**src/rtl/pwm_duty_sched_pkg.sv**
```systemverilog
// Shared types and constants for the PWM duty scheduler: FSM state encoding,
// the default duty width and the key bit positions.
package pwm_sched_pkg;

    typedef enum logic [2:0] {
        MANUAL  = 3'd0,
        UP      = 3'd1,
        HOLD_HI = 3'd2,
        DOWN    = 3'd3,
        HOLD_LO = 3'd4
    } sched_state_t;

    localparam int DEF_DUTY_W = 10;

    localparam int KEY_UP = 0;
    localparam int KEY_DN = 1;

endpackage

```
**src/rtl/pwm_duty_sched_if.sv**
```systemverilog
// Control/observe bundle between the duty scheduler and its surroundings.
// duty_upd qualifies duty for exactly one cycle; there is no back-pressure.
interface pwm_duty_sched_if #(
    parameter int DUTY_W = pwm_sched_pkg::DEF_DUTY_W
);
    logic [1:0]        key;
    logic              mode;
    logic [DUTY_W-1:0] duty;
    logic              duty_upd;
    logic [2:0]        st;

    modport master (
        output key,
        output mode,
        input  duty,
        input  duty_upd,
        input  st
    );

    modport slave (
        input  key,
        input  mode,
        output duty,
        output duty_upd,
        output st
    );
endinterface

```
**src/rtl/pwm_duty_sched_key_debounce.sv**
```systemverilog
// One key bit: two-flop synchroniser followed by a stability counter. A new
// level is accepted only after DEB_CYCLES consecutive cycles of disagreement.
module key_debounce #(
    parameter int DEB_CYCLES = 50000
) (
    input  logic clk,
    input  logic rst_n,
    input  logic key_raw,
    output logic key_level
);
    localparam int             CW       = $clog2(DEB_CYCLES + 1);
    localparam logic [CW-1:0]  CNT_LAST = CW'(DEB_CYCLES - 1);

    logic          sync1;
    logic          sync2;
    logic [CW-1:0] cnt;

    always_ff @(posedge clk or negedge rst_n) begin
        if (!rst_n) begin
            sync1     <= 1'b0;
            sync2     <= 1'b0;
            cnt       <= '0;
            key_level <= 1'b0;
        end else begin
            sync1 <= key_raw;
            sync2 <= sync1;
            // Any return to the accepted level restarts the stability window.
            if (sync2 == key_level) begin
                cnt <= '0;
            end else if (cnt == CNT_LAST) begin
                key_level <= sync2;
                cnt       <= '0;
            end else begin
                cnt <= cnt + 1'b1;
            end
        end
    end
endmodule

```
**src/rtl/pwm_duty_sched.sv**
```systemverilog
// Duty-cycle scheduler for the LED PWM: manual ramping from debounced keys,
// or an automatic breathe cycle, with a strobe on every real duty change.
module pwm_duty_sched
    import pwm_sched_pkg::*;
#(
    parameter int DUTY_W     = DEF_DUTY_W,
    parameter int DEB_CYCLES = 50000,
    parameter int STEP_DIV   = 32768,
    parameter int STEP       = 1,
    parameter int HOLD_TICKS = 64
) (
    input  logic               clk,
    input  logic               rst_n,
    pwm_duty_sched_if.slave    bus
);
    localparam int                TW         = $clog2(STEP_DIV + 1);
    localparam logic [TW-1:0]     TICK_LAST  = TW'(STEP_DIV - 1);
    localparam int                HW         = $clog2(HOLD_TICKS + 1);
    localparam logic [HW-1:0]     HOLD_LAST  = HW'(HOLD_TICKS - 1);
    localparam logic [DUTY_W:0]   DUTY_MAX_E = {1'b0, {DUTY_W{1'b1}}};
    localparam logic [DUTY_W:0]   STEP_E     = (DUTY_W + 1)'(STEP);

    logic [1:0]        key_acc;
    logic [TW-1:0]     tick_cnt;
    logic              tick;
    sched_state_t      state_q, state_d;
    logic [HW-1:0]     hold_q, hold_d;
    logic [DUTY_W-1:0] duty_q, duty_d;
    logic              upd_q;
    logic [DUTY_W:0]   sum_e, diff_e;
    logic [DUTY_W-1:0] duty_inc, duty_dec;

    key_debounce #(.DEB_CYCLES(DEB_CYCLES)) u_deb_up (
        .clk       (clk),
        .rst_n     (rst_n),
        .key_raw   (bus.key[KEY_UP]),
        .key_level (key_acc[KEY_UP])
    );

    key_debounce #(.DEB_CYCLES(DEB_CYCLES)) u_deb_dn (
        .clk       (clk),
        .rst_n     (rst_n),
        .key_raw   (bus.key[KEY_DN]),
        .key_level (key_acc[KEY_DN])
    );

    assign tick = (tick_cnt == TICK_LAST);

    // One extra bit of headroom so the clamp sees overflow and borrow.
    always_comb begin
        sum_e    = {1'b0, duty_q} + STEP_E;
        diff_e   = {1'b0, duty_q} - STEP_E;
        duty_inc = (sum_e > DUTY_MAX_E) ? {DUTY_W{1'b1}} : sum_e[DUTY_W-1:0];
        duty_dec = diff_e[DUTY_W] ? '0 : diff_e[DUTY_W-1:0];
    end

    always_comb begin
        state_d = state_q;
        duty_d  = duty_q;
        hold_d  = hold_q;
        unique case (state_q)
            MANUAL: begin
                hold_d = '0;
                if (bus.mode) begin
                    state_d = UP;
                end else if (tick) begin
                    unique case (key_acc)
                        2'b01:   duty_d = duty_inc;
                        2'b10:   duty_d = duty_dec;
                        default: duty_d = duty_q;
                    endcase
                end
            end
            UP: begin
                if (!bus.mode) begin
                    state_d = MANUAL;
                end else if (tick) begin
                    duty_d = duty_inc;
                    if (duty_inc == {DUTY_W{1'b1}}) begin
                        state_d = HOLD_HI;
                        hold_d  = '0;
                    end
                end
            end
            HOLD_HI: begin
                if (!bus.mode) begin
                    state_d = MANUAL;
                end else if (tick) begin
                    if (hold_q == HOLD_LAST) begin
                        state_d = DOWN;
                        hold_d  = '0;
                    end else begin
                        hold_d = hold_q + 1'b1;
                    end
                end
            end
            DOWN: begin
                if (!bus.mode) begin
                    state_d = MANUAL;
                end else if (tick) begin
                    duty_d = duty_dec;
                    if (duty_dec == '0) begin
                        state_d = HOLD_LO;
                        hold_d  = '0;
                    end
                end
            end
            HOLD_LO: begin
                if (!bus.mode) begin
                    state_d = MANUAL;
                end else if (tick) begin
                    if (hold_q == HOLD_LAST) begin
                        state_d = UP;
                        hold_d  = '0;
                    end else begin
                        hold_d = hold_q + 1'b1;
                    end
                end
            end
            default: begin
                state_d = MANUAL;
                hold_d  = '0;
            end
        endcase
    end

    always_ff @(posedge clk or negedge rst_n) begin
        if (!rst_n) begin
            tick_cnt <= '0;
            state_q  <= MANUAL;
            hold_q   <= '0;
            duty_q   <= '0;
            upd_q    <= 1'b0;
        end else begin
            tick_cnt <= tick ? '0 : tick_cnt + 1'b1;
            state_q  <= state_d;
            hold_q   <= hold_d;
            duty_q   <= duty_d;
            upd_q    <= (duty_d != duty_q);
        end
    end

    assign bus.duty     = duty_q;
    assign bus.duty_upd = upd_q;
    assign bus.st       = state_q;
endmodule

```
**src/flat_wrapper.sv**
```systemverilog
// flat-port wrapper written by rule: the top's interface ports become plain ports
module pwm_duty_sched_flat import pwm_sched_pkg::*;
#(
    parameter int DUTY_W     = DEF_DUTY_W,
    parameter int DEB_CYCLES = 50000,
    parameter int STEP_DIV   = 32768,
    parameter int STEP       = 1,
    parameter int HOLD_TICKS = 64
)
  (clk, rst_n, bus_key, bus_mode, bus_duty, bus_duty_upd, bus_st);
  pwm_duty_sched_if #(.DUTY_W(DUTY_W)) bus_i ();
  input  logic clk;
  input  logic rst_n;
  input wire logic [$bits(bus_i.key)-1:0] bus_key;
  input wire logic [$bits(bus_i.mode)-1:0] bus_mode;
  output wire logic [$bits(bus_i.duty)-1:0] bus_duty;
  output wire logic [$bits(bus_i.duty_upd)-1:0] bus_duty_upd;
  output wire logic [$bits(bus_i.st)-1:0] bus_st;
  assign bus_i.key = bus_key;
  assign bus_i.mode = bus_mode;
  assign bus_duty = bus_i.duty;
  assign bus_duty_upd = bus_i.duty_upd;
  assign bus_st = bus_i.st;
  pwm_duty_sched #(.DUTY_W(DUTY_W), .DEB_CYCLES(DEB_CYCLES), .STEP_DIV(STEP_DIV), .STEP(STEP), .HOLD_TICKS(HOLD_TICKS)) u_core (.clk(clk), .rst_n(rst_n), .bus(bus_i));
endmodule
```
**config.mk**
```make
export PLATFORM = sky130hd
export DESIGN_NAME = pwm_duty_sched_flat
export DESIGN_NICKNAME = d
export VERILOG_FILES = /design/src/rtl/pwm_duty_sched_pkg.sv /design/src/rtl/pwm_duty_sched_if.sv /design/src/rtl/pwm_duty_sched_key_debounce.sv /design/src/rtl/pwm_duty_sched.sv /design/src/flat_wrapper.sv
export SDC_FILE = /design/constraint.sdc
export NUM_CORES = 1
export LEC_CHECK = 0
export CORE_ASPECT_RATIO = 1.5
export CORE_MARGIN = 2
export CORE_UTILIZATION = 34
export CTS_CLUSTER_DIAMETER = 100
export CTS_CLUSTER_SIZE = 14
export DETAILED_ROUTE_END_ITERATION = 16
export PLACE_DENSITY = 0.48
export SYNTH_ARGS = -nofsm -noshare
export SYNTH_HDL_FRONTEND = slang
export SYNTH_SLANG_ARGS = --single-unit
```
**constraint.sdc**
```tcl
create_clock -name clk -period 4 [get_ports clk]
set_input_delay 0.4 -clock clk [delete_from_list [all_inputs] [get_ports clk]]
set_output_delay 0.4 -clock clk [all_outputs]
set_load 0.05 [all_outputs]
```
**Yosys cells after proc, flatten, opt, wreduce, memory -nomap -nowiden**

Index checks and enable logic that the tools add are counted.

- Reduce and logical (&&, ||, !) cells: 7
- Bitwise gates (word level): 2
- Magnitude comparators: 1
- Equal/unequal tests: 31
- Multiplexer cells: 39
- Add/sub/neg operators: 6

Operator list:

| cell | count |
|---|---|
| 10-bit two-way mux | 8 |
| 16-bit two-way mux | 5 |
| 7-bit two-way mux | 9 |
| 16-bit by 1-bit adder with 16-bit output, second input constant | 3 |
| 3-bit two-way mux | 13 |
| 16-bit == test, second input constant | 2 |
| 10-bit one-hot mux with 3 select lines | 1 |
| 3-bit by 2-bit inequality test with 1-bit output, second input constant | 8 |
| 7-bit one-hot mux with 3 select lines | 1 |
| 10-bit one-hot mux with 2 select lines | 1 |
| 16-bit by 15-bit == test with 1-bit output, second input constant | 1 |
| 3-bit one-hot mux with 5 select lines | 1 |
| 2-bit by 1-bit inequality test with 1-bit output, second input constant | 6 |
| 10-bit by 1-bit adder with 11-bit output, second input constant | 1 |
| 11-bit by 10-bit greater-than comparator with 1-bit output, second input constant | 1 |
| 10-bit by 1-bit subtractor with 11-bit output, second input constant | 1 |
| 10-bit == test, second input constant | 1 |
| 10-bit zero test | 1 |
| 10-bit inequality test | 1 |
| 9-bit AND reduction | 1 |
| 8-bit AND reduction | 1 |
| 7-bit by 1-bit adder with 7-bit output, second input constant | 1 |
| 7-bit by 6-bit == test with 1-bit output, second input constant | 1 |
| 3-bit by 2-bit == test with 1-bit output, second input constant | 2 |
| other kinds (10) | 15 |

- Output and inout bits: 14
- Register bits: 75

**Depth between registers and ports, before layout**

- Word-level depth: 8
- Mapped depth: 13
- Mapped depth without buffers: 11

**Modules after synthesis**

A second synthesis with hierarchy kept.

- Cell total of the unflattened synthesis: 529
- Area total of the unflattened synthesis: 4665.7 sq um

By module, submodules not included:

| module | area each (sq um) | instances | cells an instance | sequential area each (sq um) |
|---|---|---|---|---|
| pwm_duty_sched | 2874.0 | 1 | 361 | 925.9 |
| key_debounce | 895.9 | 2 | 84 | 475.5 |

**Worst setup path after synthesis**

No wires, ideal clock.

- Kind: register -> register
- From: register u_core.duty_q[0], in the netlist u_core.bus.duty[0]
- To: register u_core.upd_q, in the netlist u_core.bus.duty_upd
- Stages on the path, launching flop included: 14
- Setup slack: 564 ps
- Path buffers: 2
- Arrival time: 3295 ps
- Setup time: 141 ps
- Cell sequence: dfrtp_1 -> clkbuf_1 -> inv_1 -> ha_1 -> clkbuf_1 -> or3b_2 -> nor3_1 -> mux2i_1 -> o22ai_1 -> nor3_1 -> o21ai_0 -> nor4_1 -> a41oi_1 -> nand4b_1

- Cells in the longest elaborated chain, start to end: 8
- Elaborated cells on any way between the ends: 14
- Those cells by class: add/sub (2); order compare (1); eq/ne (1); mux (10)

RTL lines:

| item | RTL line | source |
|---|---|---|
| from (decl) | pwm_duty_sched.sv:28 | `logic [DUTY_W-1:0] duty_q, duty_d;` |
| from (signal assigned) | pwm_duty_sched.sv:138 | `duty_q <= duty_d;` |
| 10-bit by 1-bit adder with 11-bit output | pwm_duty_sched.sv:51 | `sum_e = {1'b0, duty_q} + STEP_E;` |
| 11-bit by 10-bit greater-than comparator with 1-bit output | pwm_duty_sched.sv:53 | `duty_inc = (sum_e > DUTY_MAX_E) ? {DUTY_W{1'b1}} : sum_e[DUTY_W-1:0];` |
| 10-bit two-way mux | pwm_duty_sched.sv:53 |  |
| 10-bit one-hot mux with 2 select lines | pwm_duty_sched.sv:67 | `unique case (key_acc)` |
| 10-bit two-way mux | pwm_duty_sched.sv:66 | `end else if (tick) begin` |
| 10-bit two-way mux | pwm_duty_sched.sv:64 | `if (bus.mode) begin` |
| 10-bit one-hot mux with 3 select lines | pwm_duty_sched.sv:61 | `unique case (state_q)` |
| 10-bit inequality test * | pwm_duty_sched.sv:139 | `upd_q <= (duty_d != duty_q);` |
| to (signal assigned) | pwm_duty_sched.sv:139 |  |
| to (decl) | pwm_duty_sched.sv:29 | `logic upd_q;` |

Mark *: on every way between the ends. The rest lies on a longest branch, timed or not.
A chain may end at the register's enable or synchronous reset.

**Worst setup path in the final report**

- From: register u_core.duty_q[4], in the netlist u_core.bus.duty[4]
- To: register u_core.hold_q[3]

- Cells in the longest elaborated chain, start to end: 6
- Elaborated cells on any way between the ends: 10
- Those cells by class: add/sub (2); order compare (1); eq/ne (3); mux (2); reduce/logical (2)

RTL lines:

| item | RTL line | source |
|---|---|---|
| 10-bit by 1-bit adder with 11-bit output | pwm_duty_sched.sv:51 |  |
| 11-bit by 10-bit greater-than comparator with 1-bit output | pwm_duty_sched.sv:53 |  |
| 10-bit two-way mux | pwm_duty_sched.sv:53 |  |
| 10-bit == test | pwm_duty_sched.sv:79 | `if (duty_inc == {DUTY_W{1'b1}}) begin` |
| 2-bit by 1-bit inequality test with 1-bit output (no source line) | n/a |  |
| 8-bit AND reduction (no source line) * | n/a |  |
| to (signal assigned) | pwm_duty_sched.sv:137 | `hold_q <= hold_d;` |
| to (decl) | pwm_duty_sched.sv:27 | `logic [HW-1:0] hold_q, hold_d;` |

Marks and branches as above.

==> results.yml <==
status:
  outcome: "completed"
synth:
  netlist_instances: 601
  synthTopCellsByArea: "dfrtp_1 (37%), nor2_1 (6.5%), xnor2_1 (4.3%), xor2_1 (4.2%), nand2_1 (3.7%)"
  synth_top_area_share_pct: 37.29
  synth-seq-cells: 75
  synth_nets: 615
  async_reset_ff_share_pct: 100.0
  synth-main-ff-cell: "dfrtp_1"
  yosysSeqAreaShare_pct: 37.29
  yosys.area.top_type: "dfrtp_1"
  synth-edff-count: 0
  syn_area_mm2: 0.005034
  ys_warn_count: 0
  synth_common_cells: "nor2_1 (87), dfrtp_1 (75), nand2_1 (49)"
  yosysMostFrequentCell: "nor2_1"
  ys_types: 65
  syn_avg_cell_area_um2: 8.375
global_routing:
  grt_pass1_vias: 4643
  overflow: 0
  antenna_found_initial: 0
  grt_max_degree: 76
  grt_util_all_layers_pct: 22.86
  grt_pass1_wl_um: 27030
route:
  drt_iter0_markers: 270
  dr.pass1.iters: 4
  wl_um: 17240
  drc: 0
  avgViaCountPerCell: 5.773
  ant_nets: 0
  vias: 4734
  routedWlPerCell_um: 21.02
flow_run:
  drv_cap: 0
power_and_ir_drop:
  p_sw_share_pct: 36.29
  seqPwrFrac_pct: 37.0
  peakVddDrop_uv: 155.0
  pwr-share-clk_pct: 37.3
  power.density_mw_per_mm2: 398.1
  p_sw_mw: 0.8389
  p_int_mw: 1.473
  comb_power_share_pct: 25.7
  p_leak_nw: 2.267
setup_path:
  cpPeakStageDelay_ns: 0.71
  rr_startpoint: "u_core.bus.duty[4]"
  required_ns: 4.24
  slowest_stage: "dfrtp_1"
  crit_buf_inv: 0
  critPathTopFamily: "compound AO/OA/AOI/OAI gates"
  start_kind: "register"
  cp_data_arrival_time_ns: 3.82
  reg2reg_slack_ns: 0.43
  cp_cell_sequence: "nand4_4, or4_4, a221oi_2, o21ai_2, a2111oi_4, o211ai_4, or2_1, o31ai_1"
  end_kind: "register"
  worstRegToRegCells: 8
  worstPathMaxFanout: 11
  r2r_end: "u_core.hold_q[3]"
  path_class: "register to register"
timing:
  fin_skew_ns: 0.01443
  slew-limit-headroom_pct: 34.58
  min_period_ns: 3.573
  slew_violations: 0
  setup_slack_ns: 0.4271
  tns_ns: 0
  rsz0062_at_grt: "false"
  hold_viol: 0
  setup_viol: 0
  fmax_mhz: 279.9
  period_share_pct: 89.32
  worstMarginPinSlew_ns: 0.9813
floorplanning:
  die_w_um: 103.3
  ios: 19
  num_rows: 54
  design.core.area_mm2: 0.01453
  start_util_pct: 34.65
  dieArea_mm2: 0.01581
  dieHeight_um: 153.0
placement:
  post-dp-hpwl_um: 12760
  gp_congestion: 0.9680
  preCtsSetupSlack_ns: 0.4907
  portBuffers: 18
clock_network:
  post_cts_buffers: 0
  post_cts_resized: 0
  cts_made_buffers: 9
  cts_hold_buf: 0
  cts_tree: "done"
  clkSlewWorstSetupHoldPaths_ns: 0.07
  worstSkewPairLatency_ns: 0.35
  numClockSinks: 75
  cts_buffer_depth: 2
  root_buffer: "clkbuf_16"
  cts-htree-levels: 3
finish:
  drive_gt1_share_pct: 9.295
  fin_nets: 633
  antenna_cells: 0
  utilization_pct: 39.97
  area_growth_pct: 15.36
  n_fill_cell: 1530
worst_hold_path:
  hp-class: "input port to asynchronous set/reset pin"
[worst max-delay path by stage]
stage,from,depth (start not counted),slack (ns),end
finish,u_core.bus.duty[4],8,0.43,u_core.hold_q[3]
global route,u_core.bus.duty[0],9,0.17,u_core.hold_q[3]
CTS,u_core.bus.duty[0],9,0.48,u_core.hold_q[3]
detailed placement,u_core.bus.duty[0],9,0.49,u_core.hold_q[3]
global placement,u_core.bus.duty[0],11,0.53,u_core.bus.duty_upd
floorplan,u_core.bus.duty[0],13,0.56,u_core.bus.duty_upd
[routing by layer]
metal / global-route usage [%] / wire, um / part of all wire [%]
met1: 26.43 / 6621 / 38
met2: 37.94 / 8767 / 51
met3: 3.429 / 624 / 3.6
met4: 15.29 / 1224 / 7.1
met5: 0 / 0 / 0
[area by class of cell]
class	instances	area, um^2	share of cell area, %
Clock buffer	9	225.2	3.878
Clock inverter	7	80.08	1.379
Inverter	13	48.80	0.8403
Multi-Input combinational cell	480	2988	51.45
Sequential cell	75	1877	32.32
Tap cell	196	245.2	4.223
Timing Repair Buffer	40	342.8	5.904
[placed cells by master (no fill, tap or decap), types with 5 or more instances in the layout]
cell and instances:
clkbuf_16 9, o21a_1 8, nor2_1 87, a41oi_1 5, o21ai_0 28, or3_1 5, nor3_1 26, nor2b_1 5
and3_1 14, xor2_1 24, o22ai_1 6, nand4_1 12, inv_1 13, o211ai_1 11, nand2_1 49, a31oi_1 13
o31ai_1 7, clkdlybuf4s50_1 17, nor4_1 12, a21oi_1 21, buf_4 23, nand3_1 33, xnor2_1 25, nand2b_1 6
dfrtp_1 75, ha_1 9
[power groups by stage]
stage                     logic (mW)  clock network [mW]  registers (mW)
final                          0.595               0.862           0.855
after global placement         0.591                   0           0.867
after floorplan                0.328                   0           0.899
after detailed placement       0.584                   0           0.868
after CTS                      0.587               0.886           0.853
after global routing           0.635               0.917           0.860
[cell families (layout without fill, tap and decap cells)]
| kind of cell | count (synthesis) | count (layout) | share of synthesized area [%] |
|---|---|---|---|
| simple gates | 280 | 280 | 28.09 |
| compound gates | 136 | 136 | 19.12 |
| flops | 75 | 75 | 37.29 |
| xor+xnor | 49 | 49 | 8.526 |
| buf+inv | 46 | 69 | 3.480 |
| fa+ha+maj | 9 | 9 | 2.237 |
| mux | 6 | 6 | 1.268 |
[sequential cells by signal (all words and copies together), names as in the netlist]
register	count
u_core.tick_cnt	16
u_core.u_deb_dn.cnt	16
u_core.u_deb_up.cnt	16
u_core.bus.duty	10
u_core.hold_q	7
u_core.bus.st	3
u_core.bus.duty_upd	1
u_core.u_deb_dn.key_level	1
u_core.u_deb_dn.sync1	1
u_core.u_deb_dn.sync2	1
u_core.u_deb_up.key_level	1
u_core.u_deb_up.sync1	1
u_core.u_deb_up.sync2	1
[per-stage QoR]
| stage | hold WS, ns | total power, mW | cells | cell area (um^2) |
|---|---|---|---|---|
| after floorplan | 0.1044 | 1.228 | 601 | 5034 |
| after global placement | 0.3392 | 1.458 | 804 | 5502 |
| after detailed placement | 0.3347 | 1.452 | 804 | 5502 |
| after CTS | 0.2628 | 2.326 | 820 | 5807 |
| after global routing | 0.3108 | 2.412 | 820 | 5807 |
| final | 0.2015 | 2.312 | 820 | 5807 |
Power figures use the tool's default switching activity.
